[src/rtl/sr595_loader.sv]
// sr595_loader: serial frame generator for a 74595-class shift/latch register
// (or a daisy chain of them). Accepts a parallel word on a valid/ready
// handshake, shifts it out MSB-first on ser/srclk, pulses rclk to latch it,
// then holds oe_n low.
//
// Optional feature macro: SR595_CLEAR_EN
//   When defined, adds the clr_req input and srclr_n output and a CLEAR state
//   that wipes the device shift stage and latches the zeros.
//
// state    | meaning
// ---------+---------------------------------------------------------------
// IDLE     | waiting for a frame (or a clear request); ready_out high
// SHIFT_LO | ser presents the current MSB, srclk low, DIV cycles
// SHIFT_HI | srclk high, ser held, DIV cycles; shift register advances at exit
// LATCH    | rclk high for DIV cycles; oe_n drops at exit
// CLEAR    | srclr_n low for DIV cycles (SR595_CLEAR_EN only)
//
// Pin outputs are registered from the current state, so every pin lags the
// state register by one cycle. This gives the first srclk rise DIV+1 cycles
// after accept and puts the rclk rise on the same edge as the last srclk fall.

module sr595_loader #(
  parameter int WIDTH = 8,
  parameter int DIV   = 4
) (
  input  logic             clk,
  input  logic             reset,
  input  logic [WIDTH-1:0] data_in,
  input  logic             valid_in,
  output logic             ready_out,
  output logic             ser,
  output logic             srclk,
  output logic             rclk,
  output logic             oe_n,
`ifdef SR595_CLEAR_EN
  output logic             srclr_n,
  input  logic             clr_req,
`endif
  output logic             busy
);

  localparam int PW = (DIV > 1) ? $clog2(DIV) : 1;
  localparam int BW = (WIDTH > 1) ? $clog2(WIDTH) : 1;
  localparam logic [PW-1:0] PH_LOAD  = PW'(DIV - 1);
  localparam logic [BW-1:0] BIT_LOAD = BW'(WIDTH - 1);

  typedef enum logic [2:0] {
    IDLE     = 3'd0,
    SHIFT_LO = 3'd1,
    SHIFT_HI = 3'd2,
`ifdef SR595_CLEAR_EN
    CLEAR    = 3'd4,
`endif
    LATCH    = 3'd3
  } state_t;

  state_t           state;
  state_t           state_nxt;
  logic [PW-1:0]    phase;
  logic [BW-1:0]    bitcnt;
  logic [WIDTH-1:0] shreg;
  logic             armed;
  logic             phase_done;
  logic             bit_last;
  logic             clr_go;
  logic             accept;
  logic             ser_d;
  logic             srclk_d;
  logic             rclk_d;
  logic             oe_n_d;
`ifdef SR595_CLEAR_EN
  logic             srclr_n_d;
`endif

`ifdef SR595_CLEAR_EN
  assign clr_go = clr_req;
`else
  assign clr_go = 1'b0;
`endif

  // armed keeps ready_out low until the first edge after reset release
  assign phase_done = (phase == '0);
  assign bit_last   = (bitcnt == '0);
  assign ready_out  = (state == IDLE) && armed && !clr_go;
  assign busy       = (state != IDLE);
  assign accept     = valid_in && ready_out;

  // state register plus phase/bit down-counters and the frame shift register
  always_ff @(posedge clk or posedge reset) begin
    if (reset) begin
      state  <= IDLE;
      armed  <= 1'b0;
      phase  <= PH_LOAD;
      bitcnt <= '0;
      shreg  <= '0;
    end else begin
      state <= state_nxt;
      armed <= 1'b1;
      if ((state != IDLE) && !phase_done)
        phase <= phase - PW'(1);
      else
        phase <= PH_LOAD;
      if (accept) begin
        shreg  <= data_in;
        bitcnt <= BIT_LOAD;
      end else if ((state == SHIFT_HI) && phase_done) begin
        shreg <= shreg << 1;
        if (!bit_last)
          bitcnt <= bitcnt - BW'(1);
      end
    end
  end

  // next-state decode; a phase ends when the down-counter reaches zero
  always_comb begin
    state_nxt = state;
    case (state)
      IDLE: begin
        if (accept)
          state_nxt = SHIFT_LO;
`ifdef SR595_CLEAR_EN
        if (clr_req && armed)
          state_nxt = CLEAR;
`endif
      end
      SHIFT_LO: if (phase_done) state_nxt = SHIFT_HI;
      SHIFT_HI: if (phase_done) state_nxt = bit_last ? LATCH : SHIFT_LO;
      LATCH:    if (phase_done) state_nxt = IDLE;
`ifdef SR595_CLEAR_EN
      CLEAR:    if (phase_done) state_nxt = LATCH;
`endif
      default:  state_nxt = IDLE;
    endcase
  end

  // pin values for the next cycle, derived from the current state
  always_comb begin
    ser_d   = ser;
    srclk_d = 1'b0;
    rclk_d  = 1'b0;
    oe_n_d  = oe_n;
`ifdef SR595_CLEAR_EN
    srclr_n_d = 1'b1;
`endif
    case (state)
      SHIFT_LO: ser_d = shreg[WIDTH-1];
      SHIFT_HI: srclk_d = 1'b1;
      LATCH: begin
        rclk_d = 1'b1;
        if (phase_done)
          oe_n_d = 1'b0;
      end
`ifdef SR595_CLEAR_EN
      CLEAR: srclr_n_d = 1'b0;
`endif
      default: ;
    endcase
  end

  // registered pins so the device never sees decode glitches
  always_ff @(posedge clk or posedge reset) begin
    if (reset) begin
      ser   <= 1'b0;
      srclk <= 1'b0;
      rclk  <= 1'b0;
      oe_n  <= 1'b1;
`ifdef SR595_CLEAR_EN
      srclr_n <= 1'b1;
`endif
    end else begin
      ser   <= ser_d;
      srclk <= srclk_d;
      rclk  <= rclk_d;
      oe_n  <= oe_n_d;
`ifdef SR595_CLEAR_EN
      srclr_n <= srclr_n_d;
`endif
    end
  end

endmodule

[config.mk]
export PLATFORM = sky130hd
export DESIGN_NAME = sr595_loader
export DESIGN_NICKNAME = d
export VERILOG_FILES = /design/src/rtl/sr595_loader.sv
export SDC_FILE = /design/constraint.sdc
export NUM_CORES = 1
export LEC_CHECK = 0
export ABC_CLOCK_PERIOD_IN_PS = 1530
export BUFFER_PORTS_ARGS = -buffer_cell sky130_fd_sc_hd__buf_2
export CORE_MARGIN = 2
export CORE_UTILIZATION = 40
export CTS_BUF_LIST = sky130_fd_sc_hd__clkbuf_4
export DETAILED_ROUTE_END_ITERATION = 10
export PLACE_DENSITY = 0.71
export SKIP_LAST_GASP = 1
export SLEW_MARGIN = 10
export SYNTH_ARGS = -nofsm -noshare
export SYNTH_HDL_FRONTEND = slang
export SYNTH_SLANG_ARGS = --single-unit
[constraint.sdc]
create_clock -name clk -period 1.53 [get_ports clk]
set_input_delay 0.153 -clock clk [delete_from_list [all_inputs] [get_ports clk]]
set_output_delay 0.153 -clock clk [all_outputs]
set_load 0.02 [all_outputs]
=== After elaboration in Yosys (flattened, before gate mapping) ===
Cells that the tools add are included.

* Bits in registers: 21
* Output and inout port bits: 6

* Equal/unequal tests: 8
* Add/subtract/negate cells: 2
* Reduce and logical (&&, ||, !) cells: 13
* Muxes and demuxes: 14

{| class="wikitable"
|+ Operator list
! cell !! count
|-
| 3-bit 2-to-1 mux || 7
|-
| 8-bit 2-to-1 mux || 2
|-
| 3-bit one-hot mux with 4 select lines || 1
|-
| 2-bit inequality test, second input constant || 4
|-
| 3-bit by 2-bit equality test with 1-bit output, second input constant || 2
|-
| 3-bit logical NOT || 2
|-
| 1-bit logical AND || 4
|-
| 2-bit 2-to-1 mux || 2
|-
| 2-bit AND reduction || 2
|-
| 4-bit AND reduction || 1
|-
| 3-bit by 1-bit equality test with 1-bit output, second input constant || 1
|-
| 3-bit nonzero test || 1
|-
| 3-bit by 1-bit subtractor with 3-bit output, second input constant || 1
|-
| 2-bit logical NOT || 1
|-
| 1-bit 2-to-1 mux || 2
|-
| 2-bit by 1-bit inequality test with 1-bit output, second input constant || 1
|-
| 2-bit nonzero test || 1
|-
| 2-bit by 1-bit subtractor with 2-bit output, second input constant || 1
|-
| 1-bit logical NOT || 1
|}

=== Logic depth before layout (Yosys ltp) ===
* Word-level depth: 5
* Gate-level depth with buffers: 6
* Depth with buffers taken out: 5

=== Worst setup path after synthesis ===
Ideal clock, no wire load.

* Kind: register to register
* Start point: register phase[0]
* End point: register shreg[7]
* Clock period less this slack: 1501 ps
* Stages on the path, launching flop included: 7
* Data required time: 1412 ps
* Slack: 29 ps
* Arrival: 1383 ps
* Cells stage by stage: dfstp_2 -> inv_1 -> ha_1 -> and3b_1 -> buf_6 -> a22o_1 -> a21o_1

* Word-level cells in the longest chain between the ends: 3

{| class="wikitable"
|+ Ends and longest elaborated chain
! item !! line !! source
|-
| start, declared || 59 || <nowiki>logic [PW-1:0] phase;</nowiki>
|-
| start signal, assigned || 100 || <nowiki>phase <= phase - PW'(1);</nowiki>
|-
| 2-bit logical NOT || 82 || <nowiki>assign phase_done = (phase == '0);</nowiki>
|-
| 1-bit logical AND || 106 || <nowiki>end else if ((state == SHIFT_HI) && phase_done) begin</nowiki>
|-
| 2-bit nonzero test (no source line) || - ||
|-
| end signal, assigned || 104 || <nowiki>shreg <= data_in;</nowiki>
|-
| end signal, assigned || 107 || <nowiki>shreg <= shreg << 1;</nowiki>
|-
| end, declared || 61 || <nowiki>logic [WIDTH-1:0] shreg;</nowiki>
|}

Every way passes these cells.
A chain may end at the register's enable or synchronous reset.

=== Worst setup path after layout ===
* Start point: register phase[0]
* End point: register bitcnt[2]

* Word-level cells in the longest chain between the ends: 4

{| class="wikitable"
|+ Ends and longest elaborated chain
! item !! line !! source
|-
| 2-bit logical NOT || 82 ||
|-
| 1-bit logical AND || 106 ||
|-
| 2-bit nonzero test (no source line) || - ||
|-
| 2-bit AND reduction (no source line) || - ||
|-
| end signal, assigned || 109 || <nowiki>bitcnt <= bitcnt - BW'(1);</nowiki>
|-
| end, declared || 60 || <nowiki>logic [BW-1:0] bitcnt;</nowiki>
|}

Every way passes these cells.

==> out/qor.csv <==
metric,value,unit
multiInputGateArea,389,µm²
grt.total_usage,15.4,%
path_class,register to register,
r2r-end,bitcnt[2],
die_y,52.1,µm
finalCritPeriodShare,96.9,%
r2r-start,phase[0],
clk_latency,0.31,ns
dp.cells,133,
cts_tree,yes,
grt_overflow_total,0,
fin_util,52.1,%
max-cap-violations,0,
final_hold_viol_count,0,
rr_worst_depth,6,
switchingPower,0.667,mW
antenna_found_initial,0,
drt-total-wl,1.84,mm
synth_compound_area_share,13.0,%
drv_slew,0,
path_max_fanout,5,
via_per_inst,4.98,
holdPathStages,3,
first_iter_violations,10,
synth_top_family_by_area,simple AND/OR/NAND/NOR gates,
die_w,52.1,µm
grt_pass1_vias,704,
p_int,1.23,mW
ys_ff_latch,20,
cts_made_buffers,3,
setup_tns,0,ns
clockPowerShare,13.5,%
synthDominantCellAreaShare,45.9,%
synthAdderAreaFrac,4.05,%
ys_warn_count,0,
crit_path_start_kind,register,
antenna_cells,0,
fillers,208,
drtPass1Iterations,4,
run_status,completed,
min_to,shreg[5],
ant_nets,0,
fp-row-count,17,
port_buffers,16,
ir_worst_vdd,0.000759,V
grt_first_pass_wirelength,3.06,mm
period_needed,1.48,ns
synth_area_leader_cell,dfrtp_1,
avgSynthCellArea,10.6,µm²
drc,0,
power_density,1660,nW/µm²
cellLeakagePower,0.590,nW
cp_data_required_time,1.74,ns
min_path_type,primary input to register,
die-area,2720,µm²
crit_path_end_kind,register,
area_growth,23.4,%
cts_max_level,1,
syn_nets,101,
whs,0.0762,ns
fin_cells,144,
wire_per_inst,12.8,µm
clockBufferDepth,2,
nets,131,
hold_path_startpoint,data_in[5],
start_util,42.3,%
ys.flop_type,dfrtp_1,
place_congestion,0.684,
synthArstFlopShare,100,%
ys_seq_area_share,54.5,%
reg2reg_setup_slack,0.05,ns
setup-violations-final,0,
synth_area_leaders,"dfrtp_1 (46%), dfstp_2 (8.5%), a21oi_1 (4.9%)",
synthMuxAreaShare,2.30,%
synth-edff-count,0,
grt_max_degree,21,
clock-skew-final,0.0105,ns
cts_root_buffer,clkbuf_4,
cts.sinks,20,
num_vias,717,
seq_area,507,µm²
syn_inst,87,
netlist_area,926,µm²
ios,17,
pwr-share-comb,39.4,%
yosys.area_share.xor_xnor,0,%
synth_cell_types,31,
fmax,675,MHz
p_seq_share,47.1,%
clk_pin_slew,0.11,ns
p_total,1.90,mW
hpwl,1.29,mm
design.core.area,2190,µm²
cp.arrival,1.69,ns
layout-drive-gt1-share,38.8,%
swShare,35.1,%
rsz0062_at_grt,no,
synthSimpleGateAreaFrac,20.1,%
## area by class of cell
class	count	share of cell area, %
inverters	8	2.63
flip-flops and latches	20	44.4
well taps	28	3.07
repair buffers	26	13.6
clock inverters	1	0.329
multi-input cells	58	34.1
clock buffers	3	1.97
## state kept, by name, indices dropped and copies added, names as in the netlist
name    count
bitcnt      3
ser         1
shreg       8
oe_n        1
state       2
rclk        1
srclk       1
armed       1
phase       2
## critical path: stages (launching register included)
cell      delay, ns
dfstp_2        0.55
inv_1          0.04
ha_2           0.19
buf_4          0.15
nand3b_1       0.11
nor4b_2        0.06
a211o_1        0.27
## placed cells by master, fill, tap and decap left out, types with 2 or more instances in the layout
master,netlist,final
buf_2,0,16
dfrtp_1,17,15
nand2_1,10,10
nor2_1,8,8
inv_1,8,8
buf_4,0,8
a21oi_1,9,7
clkbuf_4,0,3
dfstp_2,3,3
a22o_1,2,2
o21ai_0,2,2
a22oi_1,2,2
nand3_1,2,2
a21oi_2,0,2
ha_1,3,2
dfrtp_2,0,2
## metrics by stage
step | setup WS (ns) | area, µm²
finish | 0.0476 | 1140
global route | 0.00682 | 1140
CTS | 0.00443 | 1090
detailed placement | -0.00200 | 1050
global placement | 0.0410 | 1050
floorplan | 0.0293 | 926
## layer usage
metal | part of all wire, % | global-route usage, %
met1 | 43 | 17.2
met2 | 51 | 27.4
met3 | 4.6 | 3.16
met4 | 2.0 | 7.46
met5 | 0 | 0
## cell usage after synthesis (2+ instances only)
cell type / instances
a21oi_1: 9
ha_1: 3
nand3_1: 2
nand2_1: 10
a22o_1: 2
dfstp_2: 3
nor2_1: 8
a22oi_1: 2
inv_1: 8
o21ai_0: 2
dfrtp_1: 17
buf_6: 2
## worst max-delay path by stage
stage | from | end | slack, ns
after detailed placement | phase[0] | bitcnt[1] | -0.002
final | phase[0] | bitcnt[2] | 0.05
after global routing | state[0] | ready_out | 0.007
after global placement | phase[0] | shreg[7] | 0.04
after floorplan | phase[0] | shreg[7] | 0.03
after CTS | phase[0] | bitcnt[1] | 0.004
## power by group through the flow
stage | clock network, mW | logic, mW | registers [mW]
after floorplan | 0 | 0.438 | 0.914
after global routing | 0.283 | 0.843 | 0.916
final | 0.257 | 0.749 | 0.894
after detailed placement | 0 | 0.626 | 0.919
after global placement | 0 | 0.601 | 0.905
after CTS | 0.270 | 0.628 | 0.908
## timing repair
| action | 4_1_cts | 5_1_grt |
|---|---|---|
| endpoints found under the hold margin | 17 | 0 |
| gates resized for setup | 1 | 5 |
| gates cloned | 0 | 1 |
| setup endpoints to repair | 2 | 9 |
| hold buffers | 1 | 0 |
| setup buffers | 0 | 5 |
## logic make-up after synthesis
kind of cell,Yosys count
buffers and inverters,10
other,1
and+or+nand+nor,32
DFF,20
AOI/OAI and AO/OA,19
muxes,2
adders and majority gates,3
No activity file was read; power rests on OpenSTA's default activity.
